**src/rtl/ps2_key_receiver.sv**
```systemverilog
// ps2_key_receiver: PS/2 device-to-host byte receiver, oversampled in the clock domain.
// Define KEY_BREAK_FILTER_EN to swallow F0-prefixed break codes so only make codes are presented.
module ps2_key_receiver #(
    parameter int SYNC_STAGES    = 2,
    parameter int TIMEOUT_CYCLES = 5000,
    parameter int CNT_W          = 16
) (
    input  logic       clock,
    input  logic       resetn,
    input  logic       ps2_clk,
    input  logic       ps2_data,
    output logic [7:0] key_reg,
    output logic       sample,
    output logic       frame_err,
    output logic       busy
);
    typedef enum logic [1:0] {IDLE, DATA, PARITY, STOP} state_t;
    state_t state_q, state_d;
    logic [SYNC_STAGES-1:0] sclk_q, sclk_d, sdat_q, sdat_d;
    logic prev_q, prev_d;
    logic [2:0] bitcnt_q, bitcnt_d;
    logic [7:0] shreg_q, shreg_d, key_q, key_d;
    logic par_q, par_d;
    logic [CNT_W-1:0] cnt_q, cnt_d;
    logic sample_q, sample_d, err_q, err_d, busy_q, busy_d;
    logic fall, din, frame_ok;
`ifdef KEY_BREAK_FILTER_EN
    logic brk_q, brk_d;
`endif
    assign fall     = prev_q & ~sclk_q[SYNC_STAGES-1];
    assign din      = sdat_q[SYNC_STAGES-1];
    assign frame_ok = din & (^{shreg_q, par_q});
    always_comb begin
        sclk_d   = {sclk_q[SYNC_STAGES-2:0], ps2_clk};
        sdat_d   = {sdat_q[SYNC_STAGES-2:0], ps2_data};
        prev_d   = sclk_q[SYNC_STAGES-1];
        state_d  = state_q;
        bitcnt_d = bitcnt_q;
        shreg_d  = shreg_q;
        par_d    = par_q;
        key_d    = key_q;
        sample_d = 1'b0;
        err_d    = 1'b0;
        cnt_d    = (state_q == IDLE || fall) ? '0 : cnt_q + 1'b1;
`ifdef KEY_BREAK_FILTER_EN
        brk_d    = brk_q;
`endif
        if (fall) begin
            case (state_q)
                IDLE: begin
                    state_d  = din ? IDLE : DATA;
                    bitcnt_d = 3'd0;
                end
                DATA: begin
                    shreg_d  = {din, shreg_q[7:1]};
                    bitcnt_d = bitcnt_q + 3'd1;
                    state_d  = (bitcnt_q == 3'd7) ? PARITY : DATA;
                end
                PARITY: begin
                    par_d   = din;
                    state_d = STOP;
                end
                STOP: begin
                    state_d = IDLE;
                    err_d   = ~frame_ok;
`ifdef KEY_BREAK_FILTER_EN
                    brk_d = frame_ok & ~brk_q & (shreg_q == 8'hF0);
                    if (frame_ok && !brk_q && shreg_q != 8'hF0) begin
                        key_d    = shreg_q;
                        sample_d = 1'b1;
                    end
`else
                    if (frame_ok) begin
                        key_d    = shreg_q;
                        sample_d = 1'b1;
                    end
`endif
                end
            endcase
        end else if (state_q != IDLE && cnt_q == CNT_W'(TIMEOUT_CYCLES - 1)) begin
            // stalled partial frame: abandon it so the next start bit is seen
            state_d = IDLE;
            err_d   = 1'b1;
`ifdef KEY_BREAK_FILTER_EN
            brk_d   = 1'b0;
`endif
        end
        busy_d = (state_d != IDLE);
    end
    always_ff @(posedge clock) begin
        if (!resetn) begin
            state_q  <= IDLE;
            sclk_q   <= '1;
            sdat_q   <= '1;
            prev_q   <= 1'b1;
            bitcnt_q <= 3'd0;
            shreg_q  <= 8'h00;
            par_q    <= 1'b0;
            key_q    <= 8'h00;
            cnt_q    <= '0;
            sample_q <= 1'b0;
            err_q    <= 1'b0;
            busy_q   <= 1'b0;
`ifdef KEY_BREAK_FILTER_EN
            brk_q    <= 1'b0;
`endif
        end else begin
            state_q  <= state_d;
            sclk_q   <= sclk_d;
            sdat_q   <= sdat_d;
            prev_q   <= prev_d;
            bitcnt_q <= bitcnt_d;
            shreg_q  <= shreg_d;
            par_q    <= par_d;
            key_q    <= key_d;
            cnt_q    <= cnt_d;
            sample_q <= sample_d;
            err_q    <= err_d;
            busy_q   <= busy_d;
`ifdef KEY_BREAK_FILTER_EN
            brk_q    <= brk_d;
`endif
        end
    end
    assign key_reg   = key_q;
    assign sample    = sample_q;
    assign frame_err = err_q;
    assign busy      = busy_q;
endmodule

```
**config.mk**
```make
export PLATFORM = sky130hd
export DESIGN_NAME = ps2_key_receiver
export DESIGN_NICKNAME = d
export VERILOG_FILES = /design/src/rtl/ps2_key_receiver.sv
export SDC_FILE = /design/constraint.sdc
export NUM_CORES = 1
export LEC_CHECK = 0
export ABC_AREA = 1
export BUFFER_PORTS_ARGS = -buffer_cell sky130_fd_sc_hd__clkbuf_2
export CAP_MARGIN = 20
export CORE_AREA = 3 3 71 73
export DETAILED_ROUTE_END_ITERATION = 6
export DIE_AREA = 0 0 74 76
export HOLD_SLACK_MARGIN = 0.06
export PLACE_DENSITY = 0.64
export SLEW_MARGIN = 20
export SYNTH_ARGS = -nofsm -noshare
export SYNTH_HDL_FRONTEND = slang
export SYNTH_SLANG_ARGS = --single-unit
```
**constraint.sdc**
```tcl
create_clock -name clock -period 1.9 [get_ports clock]
set_input_delay 0.38 -clock clock [delete_from_list [all_inputs] [get_ports clock]]
set_output_delay 0.38 -clock clock [all_outputs]
set_load 0.02 [all_outputs]
```
==> flow_metrics.py <==
metrics = {
    "logic_synthesis": {
        "synth_area_per_cell_um2": 7.347,
        "yosys.area.top_type": "sky130_fd_sc_hd__dfxtp_1",
        "synth.yosys.seq_area_share": 0.4109,
        "mappedNetlistNets": 312,
        "synth.lib_cells_used.distinct": 36,
        "mappedNetlistArea_mm2": 0.002241,
        "ys.warnings.count": 0,
        "post_synth_inst_count": 305,
        "post_synth_main_area_contributors": "sky130_fd_sc_hd__dfxtp_1, sky130_fd_sc_hd__nand2_1, sky130_fd_sc_hd__inv_1",
        "synth_seq_cells": 46,
        "synth_largest_type_area_fraction": 0.4109,
    },
    "cts": {
        "cts_tree": "done",
        "cts_hold_repair.buffers": 0,
        "cts_inserted_buffers": 5,
        "worst_setup_hold_path_clk_slew_ns": 0.09,
        "worstSkewPairLatency_ns": 0.30,
        "clock_tree.buffer_depth": 2,
        "cts_setup_buffers": 0,
        "resized_after_cts": 0,
        "numClockSinks": 46,
        "root_driver": "sky130_fd_sc_hd__clkbuf_8",
        "ctsHtreeMaxLevel": 2,
    },
    "timing": {
        "rsz0062_at_grt": "false",
        "report.final.hold_viol_count": 0,
        "max_slew.worst_pin.slew_ns": 0.5638,
        "setup-tns-final_ns": 0,
        "skew_ns": 0.008872,
        "relSlewSlack": 0.6236,
        "fin_crit_sh": 0.8342,
        "peak_clock_frequency_supported_by_timing_ghz": 0.6309,
        "final-max-slew-violation-count": 0,
        "period_needed_ns": 1.585,
        "setup_viol": 0,
    },
    "critical_path": {
        "cp_slowest_cell": "sky130_fd_sc_hd__dfxtp_1",
        "critical_path.most_common_cell": "sky130_fd_sc_hd__nand3_1",
        "setup.worst_path.start_class": "flip-flop",
        "regToRegEndpoint": "cnt_q[12]",
        "r2r_cells": 8,
        "crit_path_cells": "ha_1, nand3_1, nor3_2, nand2_1, nor2_1, nand3_1, o21ai_1, a21oi_1",
        "critical_path.top_delay_family": "simple AND/OR/NAND/NOR gates",
        "critical_path.max_fanout": 4,
        "cp.depth": 8,
        "worst-path-buf-inv": 0,
        "rrSetupSlack_ns": 0.32,
        "critical_path_arrival_ns": 1.78,
        "cp.required_ns": 2.10,
        "critPathMaxStageDelay_ns": 0.37,
        "worst_setup_path_endpoint": "cnt_q[12]",
        "criticalPathCategory": "reg -> reg",
        "rr_startpoint": "cnt_q[0]",
        "end_kind": "flip-flop",
        "critical_path.startpoint": "cnt_q[0]",
    },
    "run": {
        "max_cap_violations": 0,
    },
    "hold_path": {
        "hold_path_class": "in -> reg",
    },
    "floorplan": {
        "num_io_pins": 15,
        "rows": 24,
        "floorplan.die_area_mm2": 0.005624,
        "die_y_um": 76,
        "initial_utilization": 0.5077,
        "placeableCoreArea_mm2": 0.004414,
        "die_width_um": 74,
    },
    "drt": {
        "first_pass_iters": 5,
        "route.detailed.wl_per_inst_um": 10.67,
        "postRouteWirelength_mm": 3.980,
        "detail_route.vias_per_cell": 4.885,
        "drcViolationCount": 0,
        "vias": 1822,
        "antenna_violating_nets_post_route": 0,
        "initial_drc_count": 89,
    },
    "final_layout": {
        "layoutNonFillerInstCount": 373,
        "final_common_cell": "sky130_fd_sc_hd__nand2_1",
        "layout-area-overhead-vs-synth_pct": 9.660,
        "diodes": 0,
        "final.fill_count": 426,
        "final_core_util": 0.5567,
        "largest_register_ff_count": 16,
        "final_net_count": 327,
        "layout.cells.most_common_list": "sky130_fd_sc_hd__nand2_1, sky130_fd_sc_hd__inv_1, sky130_fd_sc_hd__dfxtp_1, sky130_fd_sc_hd__nor2_1, sky130_fd_sc_hd__a21oi_1",
        "final-seq-area_um2": 920.9,
        "multi_input_logic_area_mm2": 0.001079,
        "final_layout_size_suffix_gt1_frac": 0.1869,
    },
    "outcome": {
        "status": "finished, final reports clean",
    },
    "power": {
        "power-per-cell-area_mw_per_mm2": 707.5,
        "vdd_ir_drop_max_uv": 422.4,
        "cellLeakagePower_uw": 0.001065,
    },
    "global_routing": {
        "global_route_wire_length_before_repair_mm": 7.314,
        "number_of_antenna_violations_at_the_first_check_in_global_routing": 0,
        "grt_pass1_vias": 1727,
        "grt_max_degree": 21,
        "grtUsageTotal": 0.1625,
        "global_route.overflow_total": 0,
    },
    "place": {
        "gp_congestion": 0.7942,
        "placed_cells_incl_taps": 365,
        "hpwl_after_dpl_mm": 2.964,
        "io_buffer_count": 14,
    },
}
-- final cells by class --
cell class | instances | area share
clock buffers | 5 | 0.02800
clock inverters | 3 | 0.01629
inverters | 51 | 0.07790
multi-input cells | 199 | 0.4389
flip-flops and latches | 46 | 0.3747
well taps | 52 | 0.02648
repair buffers | 17 | 0.03768
-- cells by family after synthesis --
| logic type | Yosys count | synth area share |
|---|---|---|
| simple gates | 143 | 0.3177 |
| buf+inv | 60 | 0.1078 |
| flops | 46 | 0.4109 |
| compound gates | 44 | 0.1050 |
| xor+xnor | 9 | 0.04188 |
| fa+ha+maj | 3 | 0.01675 |
-- report_power, final --
group          switching, uW  internal [uW]  total [uW]
clock                    323            387         710
sequential              7.31            970         977
combinational           33.4           18.0        51.4
-- layer usage --
| metal | wire, um | track usage | up-vias |
|---|---|---|---|
| li1 | - | - | 990 |
| met1 | 1949 | 0.2050 | 802 |
| met2 | 1824 | 0.2624 | 22 |
| met3 | 126 | 0.03562 | 8 |
| met4 | 78 | 0.06884 | 0 |
| met5 | 0 | 0 | - |
-- Yosys cell counts, drive strengths merged --
cell type and n:
o21a 2, a211oi 1, buf 8, or3 1
nor4 2, ha 3, clkbuf 1, a21boi 1
or2 6, nand2 73, dfxtp 46, nand4 12
a21oi 23, inv 51, nor3 5, xor2 5
xnor2 4, o21ai 16, o22ai 1, nand3 13
nor2 31
-- through the flow --
| step | area [um2] | setup slack, ns | hold WS [ns] | total power (uW) |
|---|---|---|---|---|
| after CTS | 2457 | 0.3118 | 0.2525 | 1760 |
| after detailed placement | 2349 | 0.3373 | 0.3980 | 1052 |
| after floorplan | 2241 | 0.5026 | 0.3925 | 1037 |
| after global placement | 2349 | 0.4031 | 0.3943 | 1051 |
| final | 2457 | 0.3150 | 0.2546 | 1739 |
| after global routing | 2457 | 0.09059 | 0.2614 | 1804 |
-- worst register-to-register path: stages (launching register included) --
cell                      delay [ns]
sky130_fd_sc_hd__dfxtp_1        0.37
sky130_fd_sc_hd__ha_1           0.21
sky130_fd_sc_hd__nand3_1        0.14
sky130_fd_sc_hd__nor3_2         0.22
sky130_fd_sc_hd__nand2_1        0.12
sky130_fd_sc_hd__nor2_1         0.14
sky130_fd_sc_hd__nand3_1        0.11
sky130_fd_sc_hd__o21ai_1        0.13
sky130_fd_sc_hd__a21oi_1        0.05
-- worst min path at each step --
stage                   start  slack [ns]         to  depth (start not counted)
floorplan           sclk_q[0]        0.39  sclk_q[1]                          1
global placement    sclk_q[0]        0.39  sclk_q[1]                          1
detailed placement  sclk_q[0]        0.40  sclk_q[1]                          1
CTS                  ps2_data        0.25  sdat_q[0]                          2
global route         ps2_data        0.26  sdat_q[0]                          2
finish               ps2_data        0.25  sdat_q[0]                          2
(Power assumes the default switching activity.)
